**src/rtl/add_sub_pkg.sv**
```systemverilog
// add_sub_pkg
// Shared definitions for the bit-serial adder/subtractor: the controller
// state encoding and the mode constants used on the mode input.
package add_sub_pkg;

    typedef enum logic [1:0] {
        IDLE = 2'd0,
        RUN  = 2'd1,
        DONE = 2'd2
    } state_t;

    localparam logic MODE_ADD = 1'b0;
    localparam logic MODE_SUB = 1'b1;

endpackage

```
**src/rtl/fa_fs_bit.sv**
```systemverilog
// fa_fs_bit
// One-bit full adder / full subtractor cell.
//   x, y   : operand bits
//   cbin   : carry-in (add) or borrow-in (subtract)
//   mode   : MODE_ADD computes x+y, MODE_SUB computes x-y
//   r      : sum / difference bit
//   cbout  : carry-out (add) or borrow-out (subtract)
module fa_fs_bit
    import add_sub_pkg::*;
(
    input  logic x,
    input  logic y,
    input  logic cbin,
    input  logic mode,
    output logic r,
    output logic cbout
);

    logic xy_diff;

    assign xy_diff = x ^ y;

    // Sum and difference bits are the same XOR; only the carry/borrow differs.
    assign r = xy_diff ^ cbin;

    always_comb begin
        if (mode == MODE_SUB) begin
            cbout = (~x & y) | (cbin & ~xy_diff);
        end else begin
            cbout = (x & y) | (cbin & xy_diff);
        end
    end

endmodule

```
**src/rtl/serial_add_sub.sv**
```systemverilog
// serial_add_sub
// Bit-serial two's-complement adder/subtractor. One operand bit is processed
// per clock, LSB first, through a single fa_fs_bit cell.
//   clk, rst      : clock, asynchronous active-high reset
//   start         : request an operation (accepted only when idle)
//   mode          : 0 = a+b, 1 = a-b (latched with start)
//   a, b          : operands (latched with start)
//   busy          : operation in progress
//   done          : one-cycle pulse when result/cout/ovf are updated
//   result        : sum or difference, held until the next done
//   cout          : carry out (add) or borrow out (subtract)
//   ovf           : signed overflow
// Latency: start accepted at edge E, done high after edge E+WIDTH, idle again
// after edge E+WIDTH+1.
module serial_add_sub
    import add_sub_pkg::*;
#(
    parameter int WIDTH = 8
) (
    input  logic             clk,
    input  logic             rst,
    input  logic             start,
    input  logic             mode,
    input  logic [WIDTH-1:0] a,
    input  logic [WIDTH-1:0] b,
    output logic             busy,
    output logic             done,
    output logic [WIDTH-1:0] result,
    output logic             cout,
    output logic             ovf
);

    localparam int                 CNT_W    = $clog2(WIDTH);
    localparam logic [CNT_W-1:0]   CNT_LAST = CNT_W'(WIDTH - 1);

    state_t             state_q, state_d;
    logic [WIDTH-1:0]   a_sh_q, a_sh_d;
    logic [WIDTH-1:0]   b_sh_q, b_sh_d;
    logic [WIDTH-1:0]   acc_q, acc_d;
    logic [CNT_W-1:0]   cnt_q, cnt_d;
    logic               cb_q, cb_d;
    logic               mode_q, mode_d;
    logic [WIDTH-1:0]   result_q, result_d;
    logic               cout_q, cout_d;
    logic               ovf_q, ovf_d;

    logic               cell_r;
    logic               cell_cb;

    fa_fs_bit u_cell (
        .x     (a_sh_q[0]),
        .y     (b_sh_q[0]),
        .cbin  (cb_q),
        .mode  (mode_q),
        .r     (cell_r),
        .cbout (cell_cb)
    );

    always_ff @(posedge clk or posedge rst) begin
        if (rst) begin
            state_q <= IDLE;
        end else begin
            state_q <= state_d;
        end
    end

    always_ff @(posedge clk or posedge rst) begin
        if (rst) begin
            a_sh_q   <= '0;
            b_sh_q   <= '0;
            acc_q    <= '0;
            cnt_q    <= '0;
            cb_q     <= 1'b0;
            mode_q   <= 1'b0;
            result_q <= '0;
            cout_q   <= 1'b0;
            ovf_q    <= 1'b0;
        end else begin
            a_sh_q   <= a_sh_d;
            b_sh_q   <= b_sh_d;
            acc_q    <= acc_d;
            cnt_q    <= cnt_d;
            cb_q     <= cb_d;
            mode_q   <= mode_d;
            result_q <= result_d;
            cout_q   <= cout_d;
            ovf_q    <= ovf_d;
        end
    end

    always_comb begin
        state_d  = state_q;
        a_sh_d   = a_sh_q;
        b_sh_d   = b_sh_q;
        acc_d    = acc_q;
        cnt_d    = cnt_q;
        cb_d     = cb_q;
        mode_d   = mode_q;
        result_d = result_q;
        cout_d   = cout_q;
        ovf_d    = ovf_q;

        case (state_q)
            IDLE: begin
                if (start) begin
                    a_sh_d  = a;
                    b_sh_d  = b;
                    mode_d  = mode;
                    acc_d   = '0;
                    cnt_d   = '0;
                    cb_d    = 1'b0;
                    state_d = RUN;
                end
            end

            RUN: begin
                // Operands shift right so bit 0 always feeds the cell; the
                // result bit enters at the MSB so after WIDTH shifts it is
                // in its final position.
                a_sh_d = a_sh_q >> 1;
                b_sh_d = b_sh_q >> 1;
                acc_d  = {cell_r, acc_q[WIDTH-1:1]};
                cb_d   = cell_cb;
                if (cnt_q == CNT_LAST) begin
                    state_d  = DONE;
                    result_d = acc_d;
                    cout_d   = cell_cb;
                    // On the last bit the cell inputs are the operand MSBs.
                    if (mode_q == MODE_SUB) begin
                        ovf_d = (a_sh_q[0] != b_sh_q[0]) && (cell_r != a_sh_q[0]);
                    end else begin
                        ovf_d = (a_sh_q[0] == b_sh_q[0]) && (cell_r != a_sh_q[0]);
                    end
                end else begin
                    cnt_d = cnt_q + CNT_W'(1);
                end
            end

            DONE: begin
                state_d = IDLE;
            end

            default: begin
                state_d = IDLE;
            end
        endcase
    end

    assign busy   = (state_q == RUN);
    assign done   = (state_q == DONE);
    assign result = result_q;
    assign cout   = cout_q;
    assign ovf    = ovf_q;

endmodule

```
**config.mk**
```make
export PLATFORM = sky130hd
export DESIGN_NAME = serial_add_sub
export DESIGN_NICKNAME = d
export VERILOG_FILES = /design/src/rtl/add_sub_pkg.sv /design/src/rtl/fa_fs_bit.sv /design/src/rtl/serial_add_sub.sv
export SDC_FILE = /design/constraint.sdc
export NUM_CORES = 1
export LEC_CHECK = 0
export ABC_AREA = 1
export CORE_MARGIN = 2
export CORE_UTILIZATION = 40
export CTS_BUF_LIST = sky130_fd_sc_hd__clkbuf_4 sky130_fd_sc_hd__clkbuf_8
export DETAILED_ROUTE_END_ITERATION = 12
export PLACE_DENSITY = 0.6
export SYNTH_ARGS = -nofsm -noshare
export SYNTH_HDL_FRONTEND = slang
export SYNTH_HIERARCHICAL = 1
export SYNTH_SLANG_ARGS = --single-unit
```
**constraint.sdc**
```tcl
create_clock -name clk -period 4.4 [get_ports clk]
set_clock_uncertainty 0.2 [all_clocks]
set_input_delay 0.44 -clock clk [delete_from_list [all_inputs] [get_ports clk]]
set_output_delay 0.44 -clock clk [all_outputs]
set_load 0.01 [all_outputs]
```
# Word-level counts from Yosys, hierarchy flattened
# Index checks and enable logic that the tools add are counted.
# totals
input_bits,20
elab_cells,55
register_bits,41
output_inout_bits,12
# op_classes
n_mux,16
eq_ne,9
add_sub_neg,1
n_reduce_logical,9
bitwise,10
# ops
op,count
case mux 8 bit (2 select lines),3
two-way mux 8 bit,3
AND reduction 2 bit,4
two-way mux 3 bit,2
case mux 3 bit (2 select lines),1
AND 1 bit,4
two-way mux 2 bit,2
inequality test 2 bit (second input constant),2
case mux 2 bit (2 select lines),1
adder 3 x 1 -> 3 bit (second input constant),1
== test 3 bit (second input constant),1
two-way mux 1 bit,3
AND reduction 3 bit,1
== test 2 x 1 -> 1 bit (second input constant),1
== test 2 bit (second input constant),1
logical AND 1 bit,2
logical NOT 2 bit,1
inequality test 1 bit,2
inequality test 2 x 1 -> 1 bit (second input constant),1
inverter 1 bit,2
OR 1 bit,2
case mux 1 bit (2 select lines),1
nonzero test 2 bit,1
bitwise XOR 1 bit,2
== test 1 bit,1

# Depth between registers and ports, before layout
# depth
depth_word,6
depth_mapped,7
ltp_nobuf,7

# Modules after synthesis
# Netlist, hierarchy kept.
# modules_own_cells
mod,seq_area_each_um2,n_inst,area_per_inst_um2,cells_each
serial_add_sub,1001.0,1,1861.8,214
fa_fs_bit,0.0,1,66.3,9

# Least setup slack after synthesis
# No wires, ideal clock.
# synth_timing
path_kind,register to register
start,register b_sh_q[0]
end,register ovf_q (netlist: ovf)
required_ns,4.083
n_path_buf,0
synth_period_minus_slack_ns,1.559
t_arrival_ns,1.241
setup_slack_ns,2.841
setup_time_ns,0.117
path_stages_with_launch,7
path_cell_list,dfrtp_1 > inv_1 > fa_1 > inv_1 > nand3_1 > nand3_1 > nand2_1
# synth_via
elab_chain_len,5
word_cells_on_any_way,8
classes_between,3 x eq/ne; 1 x mux; 2 x bitwise; 2 x reduce/logical
# synth_lines
item,line_no,source
start: declaration,serial_add_sub.sv:38,"logic [WIDTH-1:0] b_sh_q, b_sh_d;"
start signal: assignment,serial_add_sub.sv:80,b_sh_q <= b_sh_d;
bitwise XOR 1 bit (*),fa_fs_bit.sv:21,assign xy_diff = x ^ y;
bitwise XOR 1 bit (*),fa_fs_bit.sv:24,assign r = xy_diff ^ cbin;
net cell_r,serial_add_sub.sv:47,logic cell_r;
inequality test 1 bit (*),"serial_add_sub.sv:130, serial_add_sub.sv:132",
logical AND 1 bit (on tied branches),"serial_add_sub.sv:132, serial_add_sub.sv:130",
two-way mux 1 bit (*),serial_add_sub.sv:129,if (mode_q == MODE_SUB) begin
end signal: assignment,serial_add_sub.sv:87,ovf_q <= ovf_d;
end: declaration,serial_add_sub.sv:45,"logic ovf_q, ovf_d;"
# Mark *: on every way through the listed nets, which the timed path passes. The rest lies on a longest branch.
# A chain may end at the register's enable or synchronous reset.

# Worst setup path in the final report
# layout_timing
start,register state_q[0]
end,output port busy
# layout_via
elab_chain_len,1
# layout_lines
item,line_no,source
start: declaration,serial_add_sub.sv:36,"state_t state_q, state_d;"
start signal: assignment,serial_add_sub.sv:63,state_q <= state_d;
== test 2 x 1 -> 1 bit,serial_add_sub.sv:149,assign busy = (state_q == RUN);
end: declaration,serial_add_sub.sv:26,"output logic busy,"
# Every way passes these cells.

==> run_results.csv <==
group,metric,value,unit
clock_tree,cts.sinks,40,
detailed_routing,drtAntennaViolNets,0,
die,die_h,73.4,um
worst_setup_path,slowest_delay,0.61,ns
sta,hold_viol,0,
clock_tree,ctsHoldBuffers,0,
sta,relSlewSlack,48.2,%
run,cap_viol_max_count,0,
global_routing,grt_max_degree,41,
worst_setup_path,reg2reg_to,"a_sh_q[6]",
clock_tree,clkTransAtPathRegs,0.08,ns
global_routing,grt_first_pass_wirelength,5.90,mm
worst_setup_path,reg2reg_setup_slack,2.42,ns
yosys,synth-seq-area-share,51.9,%
yosys,synth_cell_type_count,20,
clock_tree,numCtsBuffers,5,
yosys,ys_ff_latch,40,
detailed_routing,dr.pass1.iters,4,
sta,grt_setup_unrepaired,"false",
yosys,yosys.area.top_type,"dfrtp_1",
finish,final_cell_mix,"nand2_1 (52), inv_1 (48), dfrtp_1 (40)",
run_status,status,"complete, no violations",
yosys,synth.avg_cell_area,8.65,sq um
sta,max_freq,415,MHz
sta,fin_crit,2.41,ns
worst_setup_path,arrival,1.77,ns
clock_tree,ctsHtreeMaxLevel,2,
worst_setup_path,worstSetupPathType,"reg -> out",
placement,dp_cells,300,
clock_tree,cts_tree,"yes",
worst_setup_path,start_kind,"flip-flop",
worst_setup_path,crit_fanout,17,
finish,diodes,0,
finish,final_nets,277,
yosys,synthCells,223,
worst_setup_path,reg2reg_from,"state_q[1]",
clock_tree,root_buffer,"clkbuf_8",
global_routing,overflow,0,
sta,worst_pin_slew,0.774,ns
die,io_pins,32,
sta,setup_tns,0,ns
finish,drive_gt1_share,9.45,%
power_and_ir_drop,peakVddDrop,0.000244,V
sta,finalWorstSetupSlack,1.99,ns
sta,fin_crit_sh,54.7,%
sta,setup_viol,0,
placement,place_hpwl,2.28,mm
global_routing,antenna_found_initial,0,
die,placementRows,25,
die,core_area,4690,sq um
power_and_ir_drop,powerDensity,740,nW/um^2
detailed_routing,routed_wl,3.42,mm
worst_setup_path,required,3.76,ns
clock_tree,postCtsSetupBuffers,0,
clock_tree,cts.path.max_buffers,2,
die,dieArea,5390,sq um
die,fp.dieW,73.4,um
placement,pre_cts_ws,2.25,ns
global_routing,grt_pass1_vias,1291,
finish,fill_cells,461,
placement,gp_congestion,0.809,
worst_setup_path,ff2ff_path_depth,5,
yosys,synth_top_area_share,51.9,%
worst_setup_path,cp-endpoint,"busy",
clock_tree,clock_latency,0.29,ns
yosys,yosys_warnings,6,
finish,fin_cells,308,
yosys,synth.cell_area,1930,sq um
worst_setup_path,cp-startpoint,"state_q[0]",
worst_setup_path,worst_setup_path_end_kind,"primary output",
detailed_routing,drc,0,
finish,layout_commonest_cell,"nand2_1",
placement,portBuffers,31,
power_and_ir_drop,p_leak,1.24,nW
yosys,synth_area_leaders,"dfrtp_1 (52%), nand2_1 (10%), inv_1 (9.3%), nand3_1 (6.7%), o22ai_2 (4.5%)",
detailed_routing,viasPerCell,4.65,
detailed_routing,vias,1432,
sta,slew_viol_final,0,
detailed_routing,post_drt_wl_per_cell,11.1,um
finish,syn2layout_area_growth,24.9,%
worst_setup_path,crit_chain,"inv_2, nor2_4, clkdlybuf4s50_1",
worst_setup_path,slowest_stage,"clkdlybuf4s50_1",
detailed_routing,first_iter_violations,75,
worst_hold_path,worstHoldPathType,"reg -> reg",
global_routing,grt_usage,14.5,%
clock_tree,cts-resized-gates,0,
yosys,syn_nets,247,
die,initial_utilization,41.1,%
-- state kept, by name (all words and copies together) (netlist names) --
signal and flops:
state_q 2, ovf 1, cnt_q 3, result 8
cb_q 1, a_sh_q 8, mode_q 1, cout 1
b_sh_q 8, acc_q 7
-- cells by family after synthesis --
| logic type | after synthesis | share of synthesized area, % |
|---|---|---|
| compound gates | 35 | 12.4 |
| buf+inv | 59 | 13.0 |
| flops | 40 | 51.9 |
| simple gates | 85 | 19.3 |
| fa+ha+maj | 4 | 3.37 |
-- synth_stat cells --
cell type,instances
a21oi_1,1
inv_2,2
buf_6,3
buf_2,5
o22ai_2,7
nand3_1,26
nand4_1,1
inv_1,48
o21ai_1,11
dfrtp_1,40
nor2_4,1
nor2_1,3
nand2_2,1
o21ai_2,3
nand2_1,52
nand2_4,1
ha_1,2
fa_1,2
o21ai_0,13
clkbuf_2,1
-- how the worst min path moves through the flow --
stage                end  depth (start not counted)      start
6_report       result[3]                          2  result[3]
4_1_cts              ovf                          2        ovf
5_1_grt              ovf                          2        ovf
3_3_place_gp         ovf                          2        ovf
3_5_place_dp         ovf                          2        ovf
2_1_floorplan   cnt_q[0]                          1   cnt_q[0]
-- metal layers --
metal	global-route usage [%]	part of all wire, %	vias up
met2	21.5	45	30
met5	0	0	-
met1	20.7	49	650
met4	4.24	1.3	0
met3	4.25	4.6	5
li1	-	-	747
-- critical path: cells and delay by family (launching register included) --
| family | cells | cell delay [ns] |
|---|---|---|
| buffers and inverters | 2 | 0.69 |
| AND/OR/NAND/NOR | 1 | 0.32 |
| flip-flops | 1 | 0.46 |
-- through the flow --
step	utilization (%)	power, W	hold slack (ns)	instance area [sq um]
after floorplan	-	0.00119	0.255	1930
after global placement	47.9	0.00137	0.263	2250
after detailed placement	47.9	0.00139	0.271	2250
after CTS	51.3	0.00181	0.291	2410
after global routing	51.3	0.00195	0.299	2410
final	51.3	0.00178	0.286	2410
-- layout make-up --
class	instances	area [sq um]	area share [%]
sequential	40	1000	41.6
clock inverter	3	90.1	3.74
clock buffer	5	68.8	2.86
multi-input combinational	124	676	28.1
tap	54	67.6	2.81
inverter	50	188	7.79
timing repair buffer	32	318	13.2
-- power breakdown --
| group | internal [W] | leakage [nW] | switching [W] |
|---|---|---|---|
| logic | 0.000315 | 0.665 | 0.000432 |
| registers | 0.000539 | 0.494 | 0.0000828 |
| clock network | 0.000284 | 0.0784 | 0.000130 |
(Power assumes the default switching activity.)
